**config.mk**
```make
export PLATFORM = sky130hd
export DESIGN_NAME = seg7_count_sequencer
export DESIGN_NICKNAME = d
export VERILOG_FILES = /design/src/rtl/seg7_ctrl_pkg.sv /design/src/rtl/hex_to_seg7.sv /design/src/rtl/seg7_count_sequencer.sv
export SDC_FILE = /design/constraint.sdc
export NUM_CORES = 1
export LEC_CHECK = 0
export CORE_ASPECT_RATIO = 1.4
export CORE_MARGIN = 2
export CORE_UTILIZATION = 45
export CTS_BUF_LIST = sky130_fd_sc_hd__clkbuf_8 sky130_fd_sc_hd__clkbuf_16
export DETAILED_ROUTE_END_ITERATION = 12
export PLACE_DENSITY_LB_ADDON = 0.25
export REMOVE_ABC_BUFFERS = 1
export SKIP_LAST_GASP = 1
export SYNTH_ARGS = -nofsm -noshare
export SYNTH_HDL_FRONTEND = slang
export SYNTH_SLANG_ARGS = --single-unit
```
**constraint.sdc**
```tcl
create_clock -name clk -period 1.7 [get_ports clk]
set_input_delay 0.34 -clock clk [delete_from_list [all_inputs] [get_ports clk]]
set_output_delay 0.34 -clock clk [all_outputs]
set_load 0.03 [all_outputs]
```
**src/rtl/seg7_ctrl_pkg.sv**
```systemverilog
// Shared types and constants for the seven-segment count sequencer:
// FSM state encoding, rate select codes and the hex-to-segment table.
package seg7_ctrl_pkg;

    localparam int unsigned COUNT_W = 4;
    localparam int unsigned SEG_W   = 7;
    localparam int unsigned BTN_W   = 4;
    localparam int unsigned LVL_W   = 3;

    typedef enum logic [1:0] {
        ST_IDLE  = 2'b00,
        ST_RUN   = 2'b01,
        ST_PAUSE = 2'b10
    } state_e;

    localparam logic [1:0] RATE_SLOW = 2'd0;
    localparam logic [1:0] RATE_MED  = 2'd1;
    localparam logic [1:0] RATE_FAST = 2'd2;
    localparam logic [1:0] RATE_MAX  = 2'd3;

    // Segments {g,f,e,d,c,b,a}, active-high; entry 0 sits in the low slice.
    localparam logic [15:0][SEG_W-1:0] SEG7_LUT = {
        7'h71, 7'h79, 7'h5E, 7'h39, 7'h7C, 7'h77, 7'h6F, 7'h7F,
        7'h07, 7'h7D, 7'h6D, 7'h66, 7'h4F, 7'h5B, 7'h06, 7'h3F
    };

    localparam logic [SEG_W-1:0] SEG7_ZERO = 7'h3F;

endpackage

```
**src/rtl/hex_to_seg7.sv**
```systemverilog
// Combinational 4-bit hex to seven-segment decoder; the caller registers the result.
module hex_to_seg7
    import seg7_ctrl_pkg::*;
(
    input  logic [COUNT_W-1:0] hex_i,
    output logic [SEG_W-1:0]   seg_c_o
);

    assign seg_c_o = SEG7_LUT[hex_i];

endmodule

```
**src/rtl/seg7_count_sequencer.sv**
```systemverilog
// Run/pause/step controller for a 4-bit display counter with a registered
// seven-segment output and a sticky wrap flag on the decimal point.
module seg7_count_sequencer
    import seg7_ctrl_pkg::*;
#(
    parameter int unsigned          PRESCALE_W = 12,
    parameter logic [COUNT_W-1:0]   TOP        = 4'hF
) (
    input  logic               clk,
    input  logic               rst_n,
    input  logic               start_i,
    input  logic               stop_i,
    input  logic               step_i,
    input  logic               clear_i,
    input  logic               dir_i,
    input  logic [1:0]         rate_i,
    output logic [COUNT_W-1:0] count_o,
    output logic [SEG_W-1:0]   seg_o,
    output logic               dp_o,
    output logic [1:0]         state_o
);

    // Button vector layout: {clear, step, stop, start}
    logic [BTN_W-1:0] btn_s1_q, btn_s2_q, btn_s3_q;
    logic [LVL_W-1:0] lvl_s1_q, lvl_s2_q;

    state_e                state_q, state_d;
    logic [COUNT_W-1:0]    count_q, count_d;
    logic [PRESCALE_W-1:0] presc_q, presc_d;
    logic                  dp_q, dp_d;
    logic [SEG_W-1:0]      seg_q;
    logic [SEG_W-1:0]      seg_c;

    logic [BTN_W-1:0]      btn_rise_c;
    logic                  start_c, stop_c, step_c, clear_c;
    logic                  dir_c;
    logic [1:0]            rate_c;
    logic [PRESCALE_W-1:0] tick_mask_c;
    logic                  tick_c;
    logic                  advance_c;

    // Input synchronisers plus the extra button stage for edge detection
    always_ff @(posedge clk or negedge rst_n) begin
        if (!rst_n) begin
            btn_s1_q <= '0;
            btn_s2_q <= '0;
            btn_s3_q <= '0;
            lvl_s1_q <= '0;
            lvl_s2_q <= '0;
        end else begin
            btn_s1_q <= {clear_i, step_i, stop_i, start_i};
            btn_s2_q <= btn_s1_q;
            btn_s3_q <= btn_s2_q;
            lvl_s1_q <= {rate_i, dir_i};
            lvl_s2_q <= lvl_s1_q;
        end
    end

    assign btn_rise_c = btn_s2_q & ~btn_s3_q;
    assign start_c    = btn_rise_c[0];
    assign stop_c     = btn_rise_c[1];
    assign step_c     = btn_rise_c[2];
    assign clear_c    = btn_rise_c[3];
    assign dir_c      = lvl_s2_q[0];
    assign rate_c     = lvl_s2_q[2:1];

    // An all-zero mask makes every RUN cycle a tick
    always_comb begin
        tick_mask_c = '0;
        case (rate_c)
            RATE_SLOW: tick_mask_c = {PRESCALE_W{1'b1}};
            RATE_MED:  tick_mask_c = {PRESCALE_W{1'b1}} >> 2;
            RATE_FAST: tick_mask_c = {PRESCALE_W{1'b1}} >> 4;
            default:   tick_mask_c = '0;
        endcase
    end

    assign tick_c = ((presc_q & tick_mask_c) == tick_mask_c);

    always_ff @(posedge clk or negedge rst_n) begin
        if (!rst_n) begin
            state_q <= ST_IDLE;
            count_q <= '0;
            presc_q <= '0;
            dp_q    <= 1'b0;
            seg_q   <= SEG7_ZERO;
        end else begin
            state_q <= state_d;
            count_q <= count_d;
            presc_q <= presc_d;
            dp_q    <= dp_d;
            seg_q   <= seg_c;
        end
    end

    // Command priority clear > stop > start > step; a command suppresses a same-cycle tick
    always_comb begin
        state_d   = state_q;
        count_d   = count_q;
        presc_d   = presc_q;
        dp_d      = dp_q;
        advance_c = 1'b0;

        if (state_q == ST_RUN) begin
            presc_d = presc_q + PRESCALE_W'(1);
        end

        if (clear_c) begin
            state_d = ST_IDLE;
            count_d = '0;
            dp_d    = 1'b0;
            presc_d = '0;
        end else if (stop_c && (state_q == ST_RUN)) begin
            state_d = ST_PAUSE;
        end else if (start_c && (state_q != ST_RUN)) begin
            state_d = ST_RUN;
            presc_d = '0;
        end else if (((state_q == ST_RUN) && tick_c) || ((state_q == ST_PAUSE) && step_c)) begin
            advance_c = 1'b1;
        end

        if (advance_c) begin
            if (dir_c) begin
                if (count_q == TOP) begin
                    count_d = '0;
                    dp_d    = 1'b1;
                end else begin
                    count_d = count_q + COUNT_W'(1);
                end
            end else begin
                if (count_q == '0) begin
                    count_d = TOP;
                    dp_d    = 1'b1;
                end else begin
                    count_d = count_q - COUNT_W'(1);
                end
            end
        end
    end

    hex_to_seg7 u_hex_to_seg7 (
        .hex_i   (count_q),
        .seg_c_o (seg_c)
    );

    assign count_o = count_q;
    assign seg_o   = seg_q;
    assign dp_o    = dp_q;
    assign state_o = state_q;

endmodule

```
Yosys cells after proc, flatten, opt, wreduce, memory -nomap -nowiden
Memories as Yosys holds them, arrays and structs flattened. A register that Yosys moved wholly into a read port is not among the register bits. Cells that the tools add are included.

Bits in registers: 37. Memory bits (read-only): 112. Input port bits: 9. Output and inout bits: 14. Logic and storage cells: 55. Memories: 1.

Add/subtract/negate cells: 3. Equal/unequal tests: 7. Mux-type cells: 22. Bitwise operators: 3. Reduce and logical (&&, ||, !) cells: 10.

Memory list: (no name shown) (depth 16, bits a word 7, rd ports 1, clocked after memory_dff 1, wr ports 0, line hex_to_seg7.sv:9) `assign seg_c_o = SEG7_LUT[hex_i];`.

Operator list (number): $mux W12 (4); $pmux W12 S3 (1); $mux W4 (5); $add A12 B1 Y12 const B (1); $and A12 B12 Y12 (1); $eq A12 B12 Y1 (1); $mux W1 (9); $mux W2 (3); $add A4 B1 Y4 const B (1); $and A4 B4 Y4 (1); $eq A2 B1 Y1 const B (2); $eq A2 B2 Y1 const B (2); $eq A4 B4 Y1 const B (1); $logic_and A1 B1 Y1 (4); $logic_not A4 Y1 (1); $not A4 Y4 (1); $sub A4 B1 Y4 const B (1); $reduce_bool A3 Y1 (1); $logic_not A2 Y1 (1); $ne A2 B1 Y1 const B (1); $reduce_bool A2 Y1 (1); $logic_not A1 Y1 (1); $logic_or A1 B1 Y1 (1).

Longest topological paths before layout
Gate-level depths: netlist of the first run.

Word-level depth: 11. Mapped depth: 7. Mapped depth without buffers: 7.

Hierarchy
From an unflattened synthesis of the first run, not the netlist that was laid out.

Cell total of the unflattened synthesis: 182. Area, all modules: 2053.2 um^2.

Modules (own cells, without submodules): seg7_count_sequencer (instances 1, cells each 149, area each 1765.4 um^2, sequential area each 1108.6 um^2); hex_to_seg7 (instances 1, cells each 33, area each 287.8 um^2, sequential area each 0.0 um^2).

Worst setup path before layout of the first run
Ideal clock, no wire load.

Path kind: register to register. Start point: reg count_q[0], in the netlist count_o[0]. End point: reg count_q[2], in the netlist count_o[2]. Setup time: 0.079 ns. Data arrival time: 1.752 ns. Required time: 1.621 ns. Path slack: -0.132 ns. Cell stages (with the launch flop): 7. Path buffers: 0. Period minus slack after synthesis: 1.832 ns. Cell sequence: dfrtp_1 -> inv_1 -> ha_1 -> or3b_2 -> a21oi_1 -> o21ai_0 -> mux2i_1.

Word-level cells in the longest chain between the ends: 4. Elaborated cells between the ends (all ways): 8. Those cells by class: 2 x add/sub; 1 x eq/ne; 4 x mux; 1 x reduce/logical.

Ends and longest elaborated chain: start, declared (line seg7_count_sequencer.sv:28) `logic [COUNT_W-1:0] count_q, count_d;`; start signal, assigned (line seg7_count_sequencer.sv:89) `count_q <= count_d;`; $sub A4 B1 Y4, or another cell as far along (line seg7_count_sequencer.sv:135) `count_d = count_q - COUNT_W'(1);`; $mux W4, on equally long branches (line seg7_count_sequencer.sv:131, seg7_count_sequencer.sv:124); $mux W4 * (line seg7_count_sequencer.sv:123) `if (dir_c) begin`; $mux W4 * (line seg7_count_sequencer.sv:122) `if (advance_c) begin`.

Mark *: on every way between the ends. The rest lies on a longest branch, timed or not. A chain may end at the register's enable or synchronous reset.

Worst setup path in the final report of the first run
Start point: reg seg_q[6], in the netlist seg_o[6]. End point: out seg_o[6].

RTL lines: start, declared (line seg7_count_sequencer.sv:31) `logic [SEG_W-1:0] seg_q;`; end, declared (line seg7_count_sequencer.sv:18) `output logic [SEG_W-1:0] seg_o,`.

No word-level cell between the ends.

==> reports/results.txt, run 1 <==
outcome: finished, final reports clean
Yosys warnings: 0
crit end category: primary output
drt via density: 5.28
I/O pins: 23
Critical Path RT: 1.36 ns
first-pass iteration count of the detailed router: 4
Yosys reg bits: 44
worst slew pin tran: 0.457 ns
CTS tree: built
Fill cells: 371
DRT antenna net count: 0
Antenna diodes: 0
drt drc: 0
syn_area_per_cell: 10.8 sq um
Hold Violations, Final: 0
Most used DFF post-synth: dfrtp_1
Hold Path Depth: 0
Final Skew: 0.00368 ns
crit path max fanout: 1
fin cells: 280
Yosys top cell area share: 47.5%
Synth async-reset ratio: 100%
die width: 60.4 um
highest clock rate: 608 MHz
Crit-path slowest cell: clkdlybuf4s50_1
Initial DRC Count: 84
synth cell count leaders: dfrtp_1, nand2_1, nor2_1, a21oi_1, o21ai_0
worst hold slack: 0.351 ns
largest net degree at the start of global routing: 26
count of different cell masters after synthesis: 46
global-route wire length before repair: 6830 um
min Tclk post-route: 1.65 ns
drt wl/cell: 14.5 um
Worst-Skew Late Latency: 0.29 ns
grt total ovfl: 0
Tcrit/Tclk final: 96.8%
CP Cell Sequence: clkdlybuf4s50_1
placed cell area: 2350 sq um
Clock transition at path regs: 0.08 ns
largest stage delay on the critical path: 0.68 ns
Worst Path Buf+Inv: 1
CP Launch Type: flop
leakage: 1.10 nW
layout cells sized above 1: 16.8%
DP Cell Count: 271
area leader, netlist: dfrtp_1
initial antenna violation count: 0
post-synthesis sequential area ratio: 55.4%
Die Ht: 82.9 um
routed vias: 1,478
most numerous cell in the Yosys netlist: dfrtp_1
cells after synthesis: 185
core area: 4240 sq um
Crit Path Category: flop to primary output
Routability Congestion: 0.912
cell family with most CP delay: buffers and inverters
final wirelength: 4070 um
Die ar.: 5010 sq um
Reg2Reg Depth: 6
Starting Density: 47.2%
detailed placement HPWL: 2940 um
P&R area growth vs syn: 24.1%
EDFF count, synth: 0
final setup fails: 0
Worst Hold Class: flop to flop
CP Data Arrival Time: 1.31 ns
Final Cell Area: 2480 sq um
H-Tree Level Count: 2
Tot GR Track Use: 18.0%
Max-slew headroom: 69.6%
cell count along the critical path: 1
CTS root buf: clkbuf_8
port buffer count: 22
clock buffer count from CTS: 5
Final Max Slew Viols: 0
Synth Cell Area: 2000 sq um
Max Cap Viol: 0
maximum VDD drop: 597 uV
top post-synthesis cells by area: dfrtp_1, dfstp_2, ha_1
power per cell area: 1020 nW/um^2
vias in the first global route: 1,463
CTS sink count: 44
Max Root-Sink Buffers: 2
row count: 28
Nets: 239
flip-flops by register name (all words and copies together) (netlist names):
signal,cells
lvl_s2_q,3
count_o,4
btn_s3_q,4
dp_o,1
btn_s2_q,4
presc_q,12
btn_s1_q,4
seg_o,7
state_o,2
lvl_s1_q,3
worst register-to-register path, stage by stage, from the launching register on:
cell     delay (ns)
dfrtp_2        0.43
inv_1          0.11
ha_4           0.16
or3b_2         0.44
a21oi_1        0.15
o21ai_0        0.09
mux2i_1        0.14
metal layers:
layer	routed length, um	track usage, %	up-vias
met5	0	0	-
met4	114	8.69	0
met3	101	3.74	9
met2	2190	29.6	22
met1	1660	21.4	732
li1	-	-	715
kinds of logic (layout without fill, tap and decap cells):
| kind of cell | count (synthesis) | count (layout) | share of synthesized area [%] |
|---|---|---|---|
| adder cells (fa/ha/maj) | 9 | 9 | 5.63 |
| XOR/XNOR | 9 | 9 | 3.94 |
| buffers and inverters | 13 | 48 | 2.50 |
| AND/OR/NAND/NOR | 66 | 66 | 17.4 |
| flip-flops | 44 | 44 | 55.4 |
| multiplexers | 5 | 5 | 2.56 |
| AO/OA/AOI/OAI | 39 | 39 | 12.6 |
final cells by class:
type                       count  area, sq um  area share (%)
tap                           60         75.1            3.02
clock inverter                 1         30.0            1.21
sequential                    44         1110            44.7
inverter                       6         22.5           0.906
timing repair buffer          36          320            12.9
multi-input combinational    128          858            34.5
clock buffer                   5         68.8            2.77
worst paths after layout:
path	slack [ns]	start	to
hold / removal	0.35	btn_s1_q[1]$_DFF_PN0_	btn_s2_q[1]$_DFF_PN0_
min in group asynchronous	0.53	rst_n	presc_q[1]$_DFF_PN0_
hold reg to reg	0.35	btn_s1_q[1]$_DFF_PN0_	btn_s2_q[1]$_DFF_PN0_
setup / recovery	0.05	seg_o[6]$_DFF_PN0_	seg_o[6]
setup reg to reg	0.09	count_o[1]$_DFFE_PN0P_	count_o[2]$_DFFE_PN0P_
max in group asynchronous	0.61	rst_n	seg_o[1]$_DFF_PN1_
repair_timing:
action,in CTS,in global routing
pin swaps,0,0
resized for setup,11,4
hold endpoints to repair,8,0
hold buffers,1,0
endpoints found under the setup margin,11,5
buffers inserted,0,2
placed cells by master (no fill, tap or decap), types with 5 or more instances in the layout:
cell / n
xnor2_1: 5
ha_1: 8
nor2_1: 15
nand2_1: 17
a21oi_1: 11
dlygate4sd2_1: 10
dfstp_2: 6
o21ai_0: 10
inv_1: 6
nor2b_1: 5
dfrtp_1: 37
clkbuf_8: 5
clkdlybuf4s50_1: 8
buf_4: 14
stage by stage:
stage	utilization [%]	setup TNS, ns	power, W	worst slack [ns]
final	58.6	0	0.00254	0.0542
after global routing	58.6	-0.000103	0.00268	-0.000103
after detailed placement	55.5	0	0.00182	0.0153
after global placement	55.5	0	0.00179	0.106
after floorplan	-	-0.837	0.00156	-0.139
after CTS	57.9	0	0.00255	0.0241
where the power goes:
group / internal, W / switching [W] / leakage, nW
Clock: 0.000422 / 0.000330 / 0.0501
Sequential: 0.00116 / 0.0000548 / 0.545
Combinational: 0.000235 / 0.000342 / 0.505
(Power assumes the default switching activity.)
==> run 2: changes to the inputs <==
--- a/config.mk
+++ b/config.mk
@@ -7,7 +7,7 @@
 export LEC_CHECK = 0
 export CORE_ASPECT_RATIO = 1.4
 export CORE_MARGIN = 2
-export CORE_UTILIZATION = 45
+export CORE_UTILIZATION = 49
 export CTS_BUF_LIST = sky130_fd_sc_hd__clkbuf_8 sky130_fd_sc_hd__clkbuf_16
 export DETAILED_ROUTE_END_ITERATION = 12
 export PLACE_DENSITY_LB_ADDON = 0.25
==> run 2 against run 1 <==
  * Clock power grew 8.4%
  * Register-to-register slack lost 0.03 ns
  * Clock skew grew 0.0055 ns
  * Critical path depth grew 4
  * Worst setup slack gained 0.0032 ns
  * Non-clock buffer count grew 1
  * Via count grew 2.7%
  * Critical endpoint is now presc_q[10]$_DFF_PN0_
==> reports/results.txt, run 2 (same netlist as run 1, synthesis figures left out) <==
outcome: finished, final reports clean
die width: 58.0 um (-3.9%)
Routability Congestion: 0.899 (-1.4%)
top layer in use: met4
Crit-path slowest cell: nor4_1
CTS root buf: clkbuf_8
H-Tree Level Count: 2 (unchanged)
final setup fails: 0 (unchanged)
clock buffer count from CTS: 5 (unchanged)
Nets: 240 (+0.42%)
Fill cells: 314 (-15%)
P&R area growth vs syn: 23.9%
grt total ovfl: 0 (unchanged)
drt wl/cell: 16.3 um (+12%)
multi-input logic area: 868 sq um (+1.2%)
Max Cap Viol: 0 (unchanged)
I/O pins: 23 (unchanged)
port buffer count: 22 (unchanged)
met3 wire len: 182 um (+80%)
leakage: 1.11 nW (+0.52%)
Antenna diodes: 0 (unchanged)
largest stage delay on the critical path: 0.46 ns (-0.22 ns)
layout cells sized above 1: 18.4% (+1.6 points)
largest net degree at the start of global routing: 29 (+12%)
detailed placement HPWL: 3190 um (+8.6%)
global-route wire length before repair: 7020 um (+2.8%)
worst slew pin tran: 0.584 ns (+0.127 ns)
fin cells: 266 (-5.0%)
Post-Place Setup Slack: 0.0382 ns (+0.0229 ns)
leading cell type in the layout, fill and taps excluded: dfrtp_1
Max Root-Sink Buffers: 2 (unchanged)
Clock transition at path regs: 0.09 ns (about the same)
RSZ-0062 raised after global routing: yes
CP Data Arrival Time: 1.84 ns (+0.53 ns)
core area: 3920 sq um (-7.6%)
drt drc: 0 (unchanged)
first-pass iteration count of the detailed router: 4 (unchanged)
drt via density: 5.71 (+8.1%)
CP Launch Type: flop
Critical Path RT: 1.90 ns (+0.54 ns)
initial antenna violation count: 0 (unchanged)
min Tclk post-route: 1.64 ns (-0.00318 ns)
Worst-Skew Late Latency: 0.30 ns (about the same)
cell family with most CP delay: simple AND/OR/NAND/NOR gates
Die ar.: 4620 sq um (-7.7%)
M1 wire length: 1580 um (-4.9%)
Reg with most FFs: presc_q
crit path max fanout: 4 (+3)
CTS tree: built
Die Ht: 79.6 um (-4.0%)
DRT antenna net count: 0 (unchanged)
Worst Hold Class: input port to async pin
Max-slew headroom: 61.1% (-8.5 points)
CP Cell Sequence: ha_1, nand4b_1, nor4_1, xnor2_1, nor2_1
DP Cell Count: 257 (-5.2%)
final wirelength: 4340 um (+6.7%)
crit end category: flop
vias in the first global route: 1,504 (+2.8%)
Final Skew: 0.00913 ns (+0.00545 ns)
Final Max Slew Viols: 0 (unchanged)
Initial DRC Count: 104 (+24%)
CTS sink count: 44 (unchanged)
power per cell area: 1050 nW/um^2 (+3.0%)
routed vias: 1,518 (+2.7%)
highest clock rate: 609 MHz (+0.19%)
register area: 1110 sq um (-0.11%)
met2 wire length: 2510 um (+15%)
cts hold-fix bufs: 0 (-1)
Starting Density: 51.1% (+3.9 points)
Worst Path Buf+Inv: 0 (-1)
Crit Path Category: flop to flop
Tot GR Track Use: 20.3% (+2.3 points)
row count: 27 (-3.6%)
Tcrit/Tclk final: 96.6% (-0.19 points)
Setup WS post-layout: 0.0574 ns (+0.00318 ns)
commonest non-fill, non-tap cells in the layout: dfrtp_1, nand2_1, buf_4
Hold Violations, Final: 0 (unchanged)
maximum VDD drop: 703 uV (+18%)
max FFs per register: 12 (unchanged)
[run 2: through the flow]
| step | hold WS [ns] | cell area, sq um | setup TNS (ns) | utilization (%) | power (W) |
|---|---|---|---|---|---|
| 4_1_cts | 0.0534 | 2450 | 0 | 62.4 | 0.00260 |
| 2_1_floorplan | 0.0444 | 1970 | -0.837 | - | 0.00156 |
| 3_3_place_gp | 0.333 | 2340 | 0 | 59.8 | 0.00180 |
| 3_5_place_dp | 0.335 | 2340 | 0 | 59.8 | 0.00182 |
| 5_1_grt | 0.0859 | 2480 | -0.0835 | 63.3 | 0.00273 |
| 6_report | 0.0298 | 2480 | 0 | 63.3 | 0.00261 |
[run 2: path summary, 6_finish.rpt]
check | from | endpoint | slack, ns | depth (start not counted)
max | presc_q[0]$_DFF_PN0_ | presc_q[10]$_DFF_PN0_ | 0.06 | 5
min | rst_n | count_o[2]$_DFFE_PN0P_ | 0.03 | 1
max reg2reg | presc_q[0]$_DFF_PN0_ | presc_q[10]$_DFF_PN0_ | 0.06 | 5
min reg2reg | lvl_s1_q[2]$_DFF_PN0_ | lvl_s2_q[2]$_DFF_PN0_ | 0.35 | 0
max in group asynchronous | rst_n | state_o[1]$_DFFE_PN0P_ | 1.11 | 2
min in group clk | lvl_s1_q[2]$_DFF_PN0_ | lvl_s2_q[2]$_DFF_PN0_ | 0.35 | 0
[run 2: final cells by class]
type	count	area share (%)
Clock buffer	5	2.77
Clock inverter	3	1.87
Inverter	6	0.908
Multi-Input combinational cell	128	35.0
Sequential cell	44	44.7
Tap cell	43	2.17
Timing Repair Buffer	37	12.6
[run 2: repair_timing]
item | 4_1_cts | 5_1_grt
gates resized for setup | 10 | 5
setup endpoints to repair | 10 | 5
setup buffers | 0 | 1
[run 2: metal layers]
metal  track usage, %  vias up
met3             4.05        5
li1                 -      722
met4             7.91        0
met5                0        -
met1             22.7      749
met2             36.8       42
[run 2: power by group]
part	switching, W	internal [W]	total (W)
combinational	0.000342	0.000237	0.000579
clock	0.000373	0.000443	0.000815
sequential	0.0000621	0.00115	0.00122
